$ cat src/rtl/oflow_fsm_buffer_write.sv
// Write-side control FSM of the oflow MEM buffer: picks the frame's history slot,
// latches its bbox count and steps a pair of write offsets per core handshake.
module oflow_fsm_buffer_write #(
    parameter int TOTAL_FRAME_NUM_WIDTH       = 8,
    parameter int NUM_OF_HISTORY_FRAMES_WIDTH = 3,
    parameter int ADDR_WIDTH                  = 8,
    parameter int OFFSET_WIDTH                = 8,
    parameter int NUM_SLOTS                   = 5
) (
    input  logic                                   clk,
    input  logic                                   reset_N,
    input  logic [TOTAL_FRAME_NUM_WIDTH-1:0]       frame_num,
    input  logic [NUM_OF_HISTORY_FRAMES_WIDTH-1:0] num_of_history_frames,
    input  logic [ADDR_WIDTH-1:0]                  end_pointers [NUM_SLOTS],
    input  logic                                   start_write,
    input  logic                                   ready_from_core,
    output logic                                   done_write,
    output logic [OFFSET_WIDTH-1:0]                offset_0,
    output logic [OFFSET_WIDTH-1:0]                offset_1
);

    typedef enum logic [1:0] {
        IDLE  = 2'd0,
        WRITE = 2'd1,
        DONE  = 2'd2
    } state_t;

    state_t                  state_r;
    state_t                  state_nxt_s;
    logic [OFFSET_WIDTH-1:0] count_r;
    logic [OFFSET_WIDTH-1:0] count_nxt_s;
    logic [OFFSET_WIDTH-1:0] offset_0_nxt_s;
    logic [OFFSET_WIDTH-1:0] offset_1_nxt_s;
    logic                    done_nxt_s;
    logic [2:0]              hist_clamped_s;
    logic [2:0]              slot_s;
    logic [OFFSET_WIDTH-1:0] count_sel_s;
    logic                    last_pair_s;

    // Clamp the history depth to the legal 1..5 range.
    always_comb begin
        hist_clamped_s = 3'd1;
        if (num_of_history_frames == NUM_OF_HISTORY_FRAMES_WIDTH'(0)) begin
            hist_clamped_s = 3'd1;
        end else if (num_of_history_frames > NUM_OF_HISTORY_FRAMES_WIDTH'(5)) begin
            hist_clamped_s = 3'd5;
        end else begin
            hist_clamped_s = 3'(num_of_history_frames);
        end
    end

    // Slot index = frame_num mod depth; constant divisors keep the modulo cheap.
    always_comb begin
        slot_s = 3'd0;
        case (hist_clamped_s)
            3'd1:    slot_s = 3'd0;
            3'd2:    slot_s = 3'(frame_num % TOTAL_FRAME_NUM_WIDTH'(2));
            3'd3:    slot_s = 3'(frame_num % TOTAL_FRAME_NUM_WIDTH'(3));
            3'd4:    slot_s = 3'(frame_num % TOTAL_FRAME_NUM_WIDTH'(4));
            3'd5:    slot_s = 3'(frame_num % TOTAL_FRAME_NUM_WIDTH'(5));
            default: slot_s = 3'd0;
        endcase
    end

    assign count_sel_s = OFFSET_WIDTH'(end_pointers[slot_s]);

    // One bit of headroom so offset_0+2 cannot wrap before the compare.
    assign last_pair_s = ({1'b0, offset_0} + (OFFSET_WIDTH+1)'(2)) >= {1'b0, count_r};

    // Next-state, latched count, offsets and done pulse.
    always_comb begin
        state_nxt_s    = state_r;
        count_nxt_s    = count_r;
        offset_0_nxt_s = offset_0;
        offset_1_nxt_s = offset_1;
        done_nxt_s     = 1'b0;
        case (state_r)
            IDLE: begin
                if (start_write) begin
                    count_nxt_s    = count_sel_s;
                    offset_0_nxt_s = OFFSET_WIDTH'(0);
                    offset_1_nxt_s = OFFSET_WIDTH'(1);
                    if (count_sel_s == OFFSET_WIDTH'(0)) begin
                        state_nxt_s = DONE;
                        done_nxt_s  = 1'b1;
                    end else begin
                        state_nxt_s = WRITE;
                    end
                end else begin
                    state_nxt_s = IDLE;
                end
            end
            WRITE: begin
                if (ready_from_core) begin
                    if (last_pair_s) begin
                        state_nxt_s = DONE;
                        done_nxt_s  = 1'b1;
                    end else begin
                        offset_0_nxt_s = offset_0 + OFFSET_WIDTH'(2);
                        offset_1_nxt_s = offset_1 + OFFSET_WIDTH'(2);
                    end
                end else begin
                    state_nxt_s = WRITE;
                end
            end
            DONE: begin
                state_nxt_s    = IDLE;
                offset_0_nxt_s = OFFSET_WIDTH'(0);
                offset_1_nxt_s = OFFSET_WIDTH'(1);
            end
            default: begin
                state_nxt_s    = IDLE;
                offset_0_nxt_s = OFFSET_WIDTH'(0);
                offset_1_nxt_s = OFFSET_WIDTH'(1);
            end
        endcase
    end

    // State and output registers.
    always_ff @(posedge clk or negedge reset_N) begin
        if (!reset_N) begin
            state_r    <= IDLE;
            count_r    <= OFFSET_WIDTH'(0);
            offset_0   <= OFFSET_WIDTH'(0);
            offset_1   <= OFFSET_WIDTH'(1);
            done_write <= 1'b0;
        end else begin
            state_r    <= state_nxt_s;
            count_r    <= count_nxt_s;
            offset_0   <= offset_0_nxt_s;
            offset_1   <= offset_1_nxt_s;
            done_write <= done_nxt_s;
        end
    end

endmodule

$ cat config.mk
export PLATFORM = sky130hd
export DESIGN_NAME = oflow_fsm_buffer_write
export DESIGN_NICKNAME = d
export VERILOG_FILES = /design/src/rtl/oflow_fsm_buffer_write.sv
export SDC_FILE = /design/constraint.sdc
export NUM_CORES = 1
export LEC_CHECK = 0
export CORE_MARGIN = 4
export CORE_UTILIZATION = 30
export DETAILED_ROUTE_END_ITERATION = 8
export SYNTH_ARGS = -nofsm -noshare
export SYNTH_HDL_FRONTEND = slang
export SYNTH_SLANG_ARGS = --single-unit
$ cat constraint.sdc
create_clock -name clk -period 4.1 [get_ports clk]
set_input_delay 0.41 -clock clk [delete_from_list [all_inputs] [get_ports clk]]
set_output_delay 0.41 -clock clk [all_outputs]
set_load 0.005 [all_outputs]
==> metrics.csv, run 1 <==
metric,value,unit
Via density,5.047,
Cell variety after synth,75,
vias after detailed routing,3624,
Slew Limit Fails,0,
H-tree depth,1,
final hold vios,0,
crit share post-route,2.266,
Std-Cell Core Area,0.01037,sq mm
routed len/inst,14.78,microns
CP Max Fanout,5,
Ports,72,
Switching Fraction,0.4398,
antenna violations before repair,0,
setup violators final,11,
Fillers,938,
Remaining DRCs,0,
gp weighted congestion,0.8720,
sequential group share of total power,0.078,
RSZ-0062 raised after global routing,yes,
Comb power frac,0.895,
clock transition at the registers of the reported paths,0.09,ns
Clock Power Share,0.027,
Mapped Avg Cell Area,8.601,sq um
Die H,111.6,microns
Starting Density,0.3102,
post-synthesis register bit count,26,
cell depth of the worst setup path,50,
Area contributors post-synth,"dfrtp_1 19%, ha_1 9.3%, mux2i_1 4.0%",
Ys Warns,0,
root buffer cell,clkbuf_8,
GR Overflow Total,0,
Post-Route Utilization,0.5415,
area grow syn2layout,74.56,%
Period minus WS final,9.291,ns
CP arrival,9.51,ns
PortBufs,70,
number of flops mapped to enable cells by yosys,0,
Crit. End Element,register,
R2R depth,15,
Worst Clk Skew,0.005788,ns
Worst Path Required,4.31,ns
status,finished with violations,
R2R Path End,offset_1[7],
post-synth top area cell,dfrtp_1,
vias in the first global route,3829,
GRT Overall Usage,0.1635,
antenna cells,0,
Max Fclk,107.6,MHz
syn nets,455,
NetSw,0.002348,W
Pint,0.002991,W
DP HPWL,8276,microns
CP startpoint kind,input pin,
Slew @ Worst Pin,0.4961,ns
FF-to-FF Start,offset_0[1],
DRT Pass-1 Iters,4,
Max Cap Viol,0,
die area,0.01244,sq mm
min-delay worst type,input pin to asynchronous set/reset pin,
Crit-path slowest cell,ha_1,
Slew headroom,0.6669,
worst path bufs/invs,6,
"setup slack, reg-to-reg",0.94,ns
DIE WIDTH,111.6,microns
IR Drop Worst-Case VDD,0.0006085,V
"Worst Setup Slack, final",-5.191,ns
"Seq/Total Area, Yosys",0.2026,
Clock Tree Buf Depth,2,
post-synthesis cell count,374,
# clock sinks,26,
Crit path top cell by count,ha_1,
Crit Path Class,input pin to register,
share of cells above drive strength 1,0.4210,
violated checks,negative setup slack,
Layout Nets,664,
CTS Hold Bufs,0,
Top delay family on crit path,compound AO/OA/AOI/OAI gates,
Num CTS Buffers,3,
"FFs w/ async S/R, synth",1.000,
CTS tree,done,
share of the synthesized area in the top cell type,0.1945,
Worst-Skew Late Latency,0.27,ns
WL final,10610,microns
ys flop type,dfrtp_1,
first-pass GRT wire length,17590,microns
Pwr Density,950.9,mW/mm^2
Leakage,2.470,nW
Antenna Nets Post-Route,0,
initial DRC count,171,
row count,37,
Mapped Area,0.003217,sq mm
Setup WS pre-CTS,-6.085,ns
largest net degree at the start of global routing,27,
delay of the slowest cell on the worst path,0.33,ns
==> synth_stat cells (all sizes together) (2+ instances only) <==
master	count
clkbuf	4
o21a	12
inv	17
and3	2
a31oi	4
a2111oi	3
o211ai	6
or4	2
or2	4
mux2i	14
nor4	6
nor2b	4
nand3	15
a21o	5
a41o	2
dfrtp	25
a21oi	20
o31ai	9
nor3	9
or3	4
o21ai	21
o2111ai	3
nand4	13
o31a	2
nand2	29
ha	24
xor2	12
a211oi	7
nor2	33
o22ai	2
and4b	2
buf	6
xnor2	11
o311ai	4
mux2	10
fa	2
a221oi	3
nand2b	6
and2	3
a211o	2
==> how the worst max path moves through the flow <==
stage | start | endpoint | slack (ns)
6_report | num_of_history_frames[0] | state_r[1] | -5.19
5_1_grt | num_of_history_frames[0] | state_r[1] | -5.76
4_1_cts | num_of_history_frames[1] | state_r[1] | -5.17
3_5_place_dp | num_of_history_frames[0] | state_r[1] | -6.08
3_3_place_gp | num_of_history_frames[0] | state_r[1] | -5.84
2_1_floorplan | num_of_history_frames[0] | done_write | -5.91
==> worst register-to-register path, cell delays in order (launching register included) <==
cell	delay [ns]
dfrtp_1	0.46
ha_1	0.35
ha_1	0.27
o21a_1	0.10
o21a_1	0.16
o21a_1	0.17
o21a_1	0.16
o21a_1	0.16
o21ai_0	0.15
o211ai_1	0.15
inv_1	0.13
a31oi_1	0.16
and4b_1	0.32
nand3_1	0.10
xor2_1	0.14
nor2_1	0.05
==> metal layers <==
metal  wire, microns  part of all wire  global-route usage
met5               0                 0                   0
met4             194             0.018             0.04380
met3             263             0.025             0.01087
met2            5435              0.51              0.2992
met1            4717              0.44              0.2079
==> registers in the layout (all words and copies together), names as in the netlist <==
register	cells
count_r	8
done_write	1
offset_0	7
offset_1	8
state_r	2
==> power by group through the flow <==
stage | clock network, W | registers (W) | logic [W]
finish | 0.000146 | 0.000415 | 0.00478
detailed placement | 0 | 0.000421 | 0.00388
global placement | 0 | 0.000416 | 0.00383
floorplan | 0 | 0.000406 | 0.00235
CTS | 0.000150 | 0.000416 | 0.00426
global route | 0.000160 | 0.000428 | 0.00517
==> cells in the final DEF (no fill, tap or decap), drive strengths merged, types with 4 or more instances in the layout <==
cell type | Yosys | final
buf | 6 | 147
clkdlybuf4s50 | 0 | 65
nor2 | 33 | 33
nand2 | 29 | 29
dfrtp | 25 | 25
ha | 24 | 24
o21ai | 21 | 21
a21oi | 20 | 20
inv | 17 | 17
nand3 | 15 | 15
mux2i | 14 | 14
nand4 | 13 | 13
o21a | 12 | 12
xor2 | 12 | 12
xnor2 | 11 | 11
mux2 | 10 | 10
o31ai | 9 | 9
nor3 | 9 | 9
a211oi | 7 | 7
o211ai | 6 | 6
nand2b | 6 | 6
nor4 | 6 | 6
a21o | 5 | 5
nor2b | 4 | 4
a31oi | 4 | 4
clkbuf | 4 | 4
or3 | 4 | 4
or2 | 4 | 4
o311ai | 4 | 4
==> layout make-up <==
class                   instances  area [sq um]  share of cell area
multi-input cells             321          2878              0.5125
repair buffers                214          1807              0.3217
flip-flops and latches         26         651.9              0.1161
well taps                     136         170.2             0.03030
inverters                      17         63.81             0.01136
clock buffers                   4         45.04            0.008021
==> stage by stage <==
step / hold WS, ns / area (sq um) / TNS (ns) / power, W / instances
6_report: 0.5043 / 5615 / -55.45 / 0.005340 / 718
2_1_floorplan: 0.1144 / 3422 / -62.52 / 0.002755 / 374
3_3_place_gp: 0.4992 / 5062 / -62.50 / 0.004248 / 683
5_1_grt: 0.5555 / 5615 / -61.38 / 0.005762 / 718
4_1_cts: 0.5151 / 5355 / -55.27 / 0.004828 / 704
3_5_place_dp: 0.5168 / 5062 / -65.24 / 0.004302 / 683
==> cell families (layout without fill, tap and decap cells) <==
group,Yosys count,in the layout,synth area share
fa+ha+maj,26,26,0.1058
xor+xnor,23,23,0.06262
flops,26,26,0.2026
buf+inv,27,235,0.04006
other cells,1,1,0.001166
mux,24,24,0.07973
simple gates,137,137,0.2450
compound gates,110,110,0.2629
==> timing repair <==
item / in CTS / in global routing
resized for setup: 42 / 30
buffers inserted: 20 / 15
setup endpoints to repair: 11 / 11
pin swaps: 46 / 4
(Power assumes the default switching activity.)
==> run 2, diff against run 1 <==
REMOVE_ABC_BUFFERS = 1   (was not set)
==> metrics.csv, run 2 (same netlist as run 1, synthesis figures left out) <==
metric,value,unit
status,finished with violations,
violated checks,negative setup slack,
Std-Cell Core Area,0.01037,sq mm
setup violators final,11,
GRT Overall Usage,0.1774,
Clock Tree Buf Depth,2,
largest registers,"count_r x8, offset_1 x8, offset_0 x7",
IR Drop Worst-Case VDD,0.0005968,V
post-placement cell area,0.004841,sq mm
antenna cells,0,
most frequent cells in the layout,"157 x buf_4, 65 x clkdlybuf4s50_1, 27 x nor2_1",
FF-to-FF Start,offset_0[1],
Antenna Nets Post-Route,0,
Die H,111.6,microns
WL final,12310,microns
Starting Density,0.3102,
post-route cell area,0.005829,sq mm
Via density,5.348,
final non-filler cell total,741,
Worst Clk Skew,0.005140,ns
clock transition at the registers of the reported paths,0.09,ns
antenna violations before repair,0,
min-delay worst type,input pin to asynchronous set/reset pin,
Max Fclk,102.0,MHz
Ports,72,
first-pass GRT wire length,18720,microns
R2R depth,15,
vias after detailed routing,3963,
initial DRC count,225,
Crit. End Element,register,
CTS tree,done,
DRT met1 WL,5194,microns
H-tree depth,1,
Pwr Density,958.2,mW/mm^2
CP startpoint kind,input pin,
Crit-path slowest cell,nor3_4,
Slew headroom,0.2942,
Leakage,2.596,nW
placed insts,679,
met3 WL post-DR,560,microns
root buffer cell,clkbuf_8,
Max Cap Viol,0,
GR Overflow Total,0,
Slew @ Worst Pin,1.054,ns
vias in the first global route,4041,
Fillers,886,
RSZ-0062 raised after global routing,yes,
DIE WIDTH,111.6,microns
gp weighted congestion,0.8674,
routed len/inst,16.61,microns
share of cells above drive strength 1,0.4579,
area grow syn2layout,81.21,%
crit share post-route,2.392,
delay of the slowest cell on the worst path,0.33,ns
DRT Pass-1 Iters,5,
final hold vios,0,
"most common cell after layout, fill and taps aside",buf_4,
Slew Limit Fails,0,
PortBufs,70,
"Worst Setup Slack, final",-5.708,ns
"setup slack, reg-to-reg",0.61,ns
max layer used,met4,
Num CTS Buffers,3,
R2R Path End,offset_1[7],
Period minus WS final,9.808,ns
Layout Nets,687,
Crit path top cell by count,buf_4,
Remaining DRCs,0,
CP arrival,9.97,ns
CTS Hold Bufs,0,
Worst-Skew Late Latency,0.27,ns
DP HPWL,8071,microns
row count,37,
die area,0.01244,sq mm
Crit Path Class,input pin to register,
met2 wire len,6115,microns
Worst Path Required,4.26,ns
largest net degree at the start of global routing,27,
# clock sinks,26,
CP Max Fanout,5,
## run 2: worst max-delay path: cells and delay by family
family	cells	cell delay [ns]
fa+ha+maj	6	1.64
xor+xnor	2	0.35
compound gates	14	2.45
mux	3	0.95
simple gates	10	2.00
buf+inv	18	2.13
## run 2: cell type report
type,count,area [sq um],share of cell area
inverters,17,63.81,0.01095
flip-flops and latches,26,651.9,0.1118
multi-input cells,321,2905,0.4984
well taps,136,170.2,0.02919
repair buffers,237,1993,0.3419
clock buffers,4,45.04,0.007727
## run 2: metal layers
layer  up-vias  global-route usage
met3        47             0.02391
met1      1891              0.2164
met4         0             0.07380
li1       1872                   -
met2       153              0.3132
met5         -                   0
## run 2: metrics by stage
stage / hold WS (ns) / TNS, ns / util / setup slack (ns) / total power, W
2_1_floorplan: 0.1144 / -75.04 / - / -7.071 / 0.002469
3_3_place_gp: 0.5014 / -68.07 / 0.4668 / -6.317 / 0.004054
3_5_place_dp: 0.5028 / -72.63 / 0.4668 / -6.771 / 0.004121
4_1_cts: 0.5011 / -58.18 / 0.5345 / -5.425 / 0.005031
5_1_grt: 0.5129 / -64.07 / 0.5621 / -6.042 / 0.005954
6_report: 0.4922 / -60.33 / 0.5621 / -5.708 / 0.005586
## run 2: worst max path at each step
stage / to / startpoint / slack [ns] / depth (start not counted)
3_5_place_dp: state_r[1] / num_of_history_frames[1] / -6.77 / 47
3_3_place_gp: state_r[1] / num_of_history_frames[1] / -6.32 / 50
6_report: state_r[1] / num_of_history_frames[1] / -5.71 / 53
5_1_grt: state_r[1] / num_of_history_frames[1] / -6.04 / 49
4_1_cts: count_r[0] / num_of_history_frames[0] / -5.42 / 49
2_1_floorplan: done_write / num_of_history_frames[1] / -7.07 / 45
## run 2: timing repair
action                     CTS  global route
gates cloned                 0             0
pin swaps                   59            48
gates resized for setup     83            39
hold endpoints to repair     0             0
buffers inserted            52            16
setup endpoints to repair   11            11
## run 2: where the power goes
group          internal (W)  switching (W)  total (W)  leakage [nW]
registers          0.000341      0.0000716   0.000412         0.330
logic               0.00266        0.00237    0.00503          2.24
clock network     0.0000695      0.0000772   0.000147        0.0228
total               0.00307        0.00252    0.00559          2.60
